--- config.mk ---
export PLATFORM = sky130hd
export DESIGN_NAME = dm_port_arbiter
export DESIGN_NICKNAME = d
export VERILOG_FILES = /design/src/rtl/dm_port_arbiter.sv
export SDC_FILE = /design/constraint.sdc
export NUM_CORES = 1
export LEC_CHECK = 0
export ABC_AREA = 1
export BUFFER_PORTS_ARGS = -buffer_cell sky130_fd_sc_hd__buf_2
export CORE_ASPECT_RATIO = 1.75
export CORE_MARGIN = 10
export CORE_UTILIZATION = 40
export CTS_BUF_LIST = sky130_fd_sc_hd__clkbuf_4 sky130_fd_sc_hd__clkbuf_8
export DETAILED_ROUTE_END_ITERATION = 8
export GPL_TIMING_DRIVEN = 0
export MAX_ROUTING_LAYER = met4
export PLACE_DENSITY = 0.7
export SETUP_SLACK_MARGIN = 0.5
export SLEW_MARGIN = 5
export SYNTH_ARGS = -nofsm -noshare
export SYNTH_HDL_FRONTEND = slang
export SYNTH_SLANG_ARGS = --single-unit
export TNS_END_PERCENT = 5
--- constraint.sdc ---
create_clock -name clk -period 2.7 [get_ports clk]
set_input_delay 0.27 -clock clk [delete_from_list [all_inputs] [get_ports clk]]
set_output_delay 0.27 -clock clk [all_outputs]
set_load 0.03 [all_outputs]
--- src/rtl/dm_port_arbiter.sv ---
// Shares the single-port data RAM between the CPU MEM stage (C) and the loader/DMA (D), with RMW for sb/sh.
// Define STORE_TRACE_EN to print every port-C RAM write.
module dm_port_arbiter #(
    parameter int AW      = 10,
    parameter int MAXWAIT = 4
) (
    input  logic          clk,
    input  logic          reset,
    input  logic          c_req,
    input  logic          c_we,
    input  logic [1:0]    c_size,
    input  logic [31:0]   c_addr,
    input  logic [31:0]   c_wdata,
    input  logic [31:0]   c_pc,
    output logic          c_gnt,
    output logic          c_done,
    output logic [31:0]   c_rdata,
    output logic          c_err,
    input  logic          d_req,
    input  logic          d_we,
    input  logic [1:0]    d_size,
    input  logic [31:0]   d_addr,
    input  logic [31:0]   d_wdata,
    output logic          d_gnt,
    output logic          d_done,
    output logic [31:0]   d_rdata,
    output logic          d_err,
    output logic [AW-1:0] ram_addr,
    output logic          ram_we,
    output logic [31:0]   ram_wdata,
    input  logic [31:0]   ram_rdata
);
    typedef enum logic [1:0] {IDLE, ACC, MERGE, RESP} state_t;

    typedef struct packed {
        logic        own_d;
        logic        we;
        logic [1:0]  size;
        logic        mis;
        logic [31:0] addr;
        logic [31:0] wdata;
        logic [31:0] pc;
    } req_t;

    localparam int CW = $clog2(MAXWAIT + 1);

    state_t        state;
    req_t          cur, nxt;
    logic [CW-1:0] starve;
    logic          pick_c, pick_d;
    logic [3:0]    lane_en;
    logic [31:0]   lane_data, merged;
    logic          unused_ok;

    // C wins ties until D has been passed over MAXWAIT times.
    always_comb begin
        pick_d    = d_req && (!c_req || starve == CW'(MAXWAIT));
        pick_c    = c_req && !pick_d;
        nxt.own_d = pick_d;
        nxt.we    = pick_d ? d_we    : c_we;
        nxt.size  = pick_d ? d_size  : c_size;
        nxt.addr  = pick_d ? d_addr  : c_addr;
        nxt.wdata = pick_d ? d_wdata : c_wdata;
        nxt.pc    = pick_d ? 32'h0   : c_pc;
        nxt.mis   = (nxt.size == 2'd3) ||
                    (nxt.size == 2'd1 && nxt.addr[0]) ||
                    (nxt.size == 2'd2 && nxt.addr[1:0] != 2'b00);
    end

    // Sub-word store merge: replicate the store data across lanes, pick by lane enable.
    always_comb begin
        merged    = ram_rdata;
        lane_en   = cur.addr[1] ? 4'b1100 : 4'b0011;
        lane_data = {2{cur.wdata[15:0]}};
        if (cur.size == 2'd0) begin
            lane_en   = 4'b0001 << cur.addr[1:0];
            lane_data = {4{cur.wdata[7:0]}};
        end
        for (int i = 0; i < 4; i++)
            if (lane_en[i]) merged[8*i +: 8] = lane_data[8*i +: 8];
    end

    assign unused_ok = ^{cur.pc, cur.addr};

    // The RAM address is driven from the grant edge so read data is ready one cycle into the access.
    always_ff @(posedge clk) begin
        if (reset) begin
            state     <= IDLE;
            starve    <= '0;
            cur       <= '0;
            c_gnt     <= 1'b0;
            d_gnt     <= 1'b0;
            c_done    <= 1'b0;
            d_done    <= 1'b0;
            c_err     <= 1'b0;
            d_err     <= 1'b0;
            c_rdata   <= '0;
            d_rdata   <= '0;
            ram_addr  <= '0;
            ram_we    <= 1'b0;
            ram_wdata <= '0;
        end else begin
            c_gnt  <= 1'b0;
            d_gnt  <= 1'b0;
            c_done <= 1'b0;
            d_done <= 1'b0;
            c_err  <= 1'b0;
            d_err  <= 1'b0;
            ram_we <= 1'b0;
            if (!d_req || (state == IDLE && pick_d))
                starve <= '0;
            else if (state == IDLE && starve != CW'(MAXWAIT))
                starve <= starve + CW'(1);
            case (state)
                IDLE: if (pick_c || pick_d) begin
                    c_gnt    <= pick_c;
                    d_gnt    <= pick_d;
                    cur      <= nxt;
                    ram_addr <= nxt.addr[AW+1:2];
                    state    <= ACC;
                end
                ACC: begin
                    if (cur.mis || (cur.we && cur.size == 2'd2)) begin
                        if (!cur.mis) begin
                            ram_we    <= 1'b1;
                            ram_wdata <= cur.wdata;
                        end
                        c_done <= !cur.own_d;
                        d_done <= cur.own_d;
                        c_err  <= cur.mis && !cur.own_d;
                        d_err  <= cur.mis && cur.own_d;
                        state  <= IDLE;
                    end else begin
                        state <= cur.we ? MERGE : RESP;
                    end
                end
                MERGE: begin
                    ram_we    <= 1'b1;
                    ram_wdata <= merged;
                    c_done    <= !cur.own_d;
                    d_done    <= cur.own_d;
                    state     <= IDLE;
                end
                RESP: begin
                    if (cur.own_d) d_rdata <= ram_rdata;
                    else           c_rdata <= ram_rdata;
                    c_done <= !cur.own_d;
                    d_done <= cur.own_d;
                    state  <= IDLE;
                end
                default: state <= IDLE;
            endcase
        end
    end

`ifdef STORE_TRACE_EN
    always @(posedge clk)
        if (ram_we && !cur.own_d)
            $display("%d@%h: *%h <= %h", $time, cur.pc, {cur.addr[31:2], 2'b00}, ram_wdata);
`else
`endif

endmodule

==> flow_metrics.tcl <==
set metrics [dict create \
    max_freq_mhz 538 \
    syn-mean-instance-area_um2 7.19 \
    pwr-share-seq_pct 42.2 \
    cts_buffer_depth 2 \
    final_hold_viol_count 0 \
    synth-seq-area-share_pct 46.6 \
    crit_top_cell "a21oi_1" \
    place.gp.congestion 0.921 \
    required_ns 3.04 \
    dp_hpwl_mm 19.8 \
    post-route-period-util_pct 68.8 \
    drc 0 \
    cts_buffers 17 \
    layout_min_cycle_time_ns 1.86 \
    combPwrFrac_pct 29.7 \
    synth_flop_cell "dfxtp_1" \
    wl_mm 24.3 \
    post_cts_buffers 0 \
    ios 315 \
    first_global_vias 7089 \
    vias 7082 \
    num_antenna_cells 0 \
    crit_slowest_cell "dfxtp_1" \
    async_reset_ff_share_pct 0 \
    crit_family "compound AO/OA/AOI/OAI gates" \
    layout_commonest_cell "buf_2" \
    cts_tree "yes" \
    finalSetupViolations 0 \
    fp-row-count 62 \
    hold_buffers 0 \
    hold_class "in2reg" \
    swShare_pct 37.5 \
    final_nets 1406 \
    routedWlPerCell_um 16.9 \
    initial_core_util_pct 40.8 \
    cts_resized 0 \
    ys_warn_count 0 \
    worstSetupPathType "reg2reg" \
    clock_sinks 157 \
    clkLatencyLatePin_ns 0.47 \
    grt_pass1_wl_mm 37.6 \
    cap_viol_max_count 0 \
    end_kind "register" \
    slowest_delay_ns 0.36 \
    clk_pin_slew_worst_paths_ns 0.10 \
    final_cell_mix "buf_2, nand2_1, dfxtp_1" \
    power.total_w 0.00672 \
    critPathArrivalTime_ns 2.20 \
    grt_remaining_overflow 0 \
    p_int_w 0.00420 \
    syn-num-nets 1145 \
    drive_above_1_share_pct 26.8 \
    crit_chain "inv_1 -> ha_1 -> nand2_1 -> nor2_2 -> a21oi_4 -> buf_2 -> a21oi_1 -> a21oi_1" \
    path_depth 8 \
    rsz0062_at_grt "no" \
    leakagePower_nw 4.32 \
    drt_pass1_iterations 7 \
    grt_antenna_before_repair 0 \
    hold_depth 3 \
    ant_nets 0 \
    maxSlewViolCount 0 \
    synthCells 937 \
    max-vdd-ir-drop_mv 0.467 \
    tightest_slew_ns 0.554 \
    area_growth_pct 28.4 \
    die-area_um2 22700 \
    net-switching-power_w 0.00252 \
    slew_headroom_pct 63.1 \
    vias_per_cell 4.94 \
    portBuffers 242 \
    critPathBufInv 2 \
    cp-start-kind "register" \
    syn_area_um2 6740 \
    final.setup_skew_ns 0.0217 \
    fin_tns_setup_ns 0 \
    grt_usage_pct 21.5 \
    die-width_um 118 \
    r2r_cells 8 \
    synth-edff-count 0 \
    ys_ff_latch 157 \
    power.density_nw_per_um2 776 \
    status "complete, no violations" \
    grt_max_degree 17 \
    ys_types 31 \
    cts_root_buffer "clkbuf_8" \
    htreeDepth 4 \
    die_h_um 192 \
    clkPwrFrac_pct 28.1 \
    worstPathMaxFanout 10 \
    drt_iter0_markers 418 \
    design.core.area_um2 16500 \
]
==> tightest hold or removal path, cell delays in order <==
cell and delay [ns]:
buf_2 0.09, nand2_1 0.05, a31oi_1 0.06
==> power groups by stage <==
stage / Combinational (W) / Sequential, W / Clock [W]
floorplan: 0.00101 / 0.00317 / 0
global placement: 0.00198 / 0.00287 / 0
detailed placement: 0.00199 / 0.00288 / 0
CTS: 0.00200 / 0.00283 / 0.00191
global route: 0.00220 / 0.00287 / 0.00203
finish: 0.00199 / 0.00284 / 0.00189
==> registers in the layout, indices dropped and copies added, names as in the netlist <==
name,count
c_done,1
c_err,1
c_gnt,1
c_rdata,32
cur,39
d_done,1
d_err,1
d_gnt,1
d_rdata,32
ram_addr,10
ram_wdata,32
ram_we,1
starve,3
state,2
==> through the flow <==
stage | hold WS (ns) | instance area (µm²) | util (%) | std cells | setup slack [ns]
3_3_place_gp | 0.456 | 8230 | 49.8 | 1403 | 0.936
6_report | 0.0460 | 8650 | 52.4 | 1435 | 0.841
2_1_floorplan | 0.405 | 6740 | - | 937 | 1.26
5_1_grt | 0.0440 | 8650 | 52.4 | 1435 | 0.715
3_5_place_dp | 0.466 | 8230 | 49.8 | 1403 | 0.908
4_1_cts | 0.0293 | 8650 | 52.4 | 1435 | 0.870
==> synthesized netlist by cell type (3+ instances only) <==
| cell type | number | area [µm²] |
|---|---|---|
| buf_2 | 28 | 140 |
| o21ai_0 | 135 | 676 |
| buf_4 | 5 | 37.5 |
| clkbuf_1 | 25 | 93.8 |
| o211ai_1 | 10 | 75.1 |
| nand2_1 | 189 | 709 |
| a21oi_1 | 75 | 375 |
| dfxtp_1 | 157 | 3140 |
| inv_2 | 3 | 11.3 |
| nor2_1 | 146 | 548 |
| ha_1 | 6 | 75.1 |
| nand3_1 | 21 | 105 |
| a31oi_1 | 44 | 275 |
| a21oi_4 | 4 | 65.1 |
| inv_1 | 68 | 255 |
| nand2_2 | 3 | 18.8 |
==> worst paths after layout <==
check / startpoint / to / slack [ns]
worst min register to register: d_rdata[2] / d_rdata[2] / 0.48
worst max-delay path: state[1] / ram_wdata[16] / 0.84
worst min-delay path: d_wdata[20] / cur[52] / 0.05
worst max register to register: state[1] / ram_wdata[16] / 0.84
==> cell families after synthesis <==
logic type | count (synthesis) | share of synthesized area [%]
flops | 157 | 46.6
fa+ha+maj | 6 | 1.11
buf+inv | 134 | 8.50
xor+xnor | 1 | 0.130
simple gates | 366 | 21.3
compound gates | 273 | 22.3
==> routing by layer <==
metal | vias to the layer above | global-route usage, % | part of all wire, %
met1 | 3177 | 21.9 | 39
li1 | 3592 | - | -
met2 | 257 | 38.0 | 51
met3 | 56 | 4.56 | 5.9
met5 | - | - | 0
met4 | 0 | 11.7 | 4.4
==> cell type report <==
class,count,area [µm²]
Inverter,73,275
Buffer,61,298
Timing Repair Buffer,242,1210
Multi-Input combinational cell,646,3030
Clock inverter,12,164
Tap cell,224,280
Fill cell,1747,7870
Sequential cell,157,3140
Clock buffer,20,256
No activity file was read; power rests on OpenSTA's default activity.
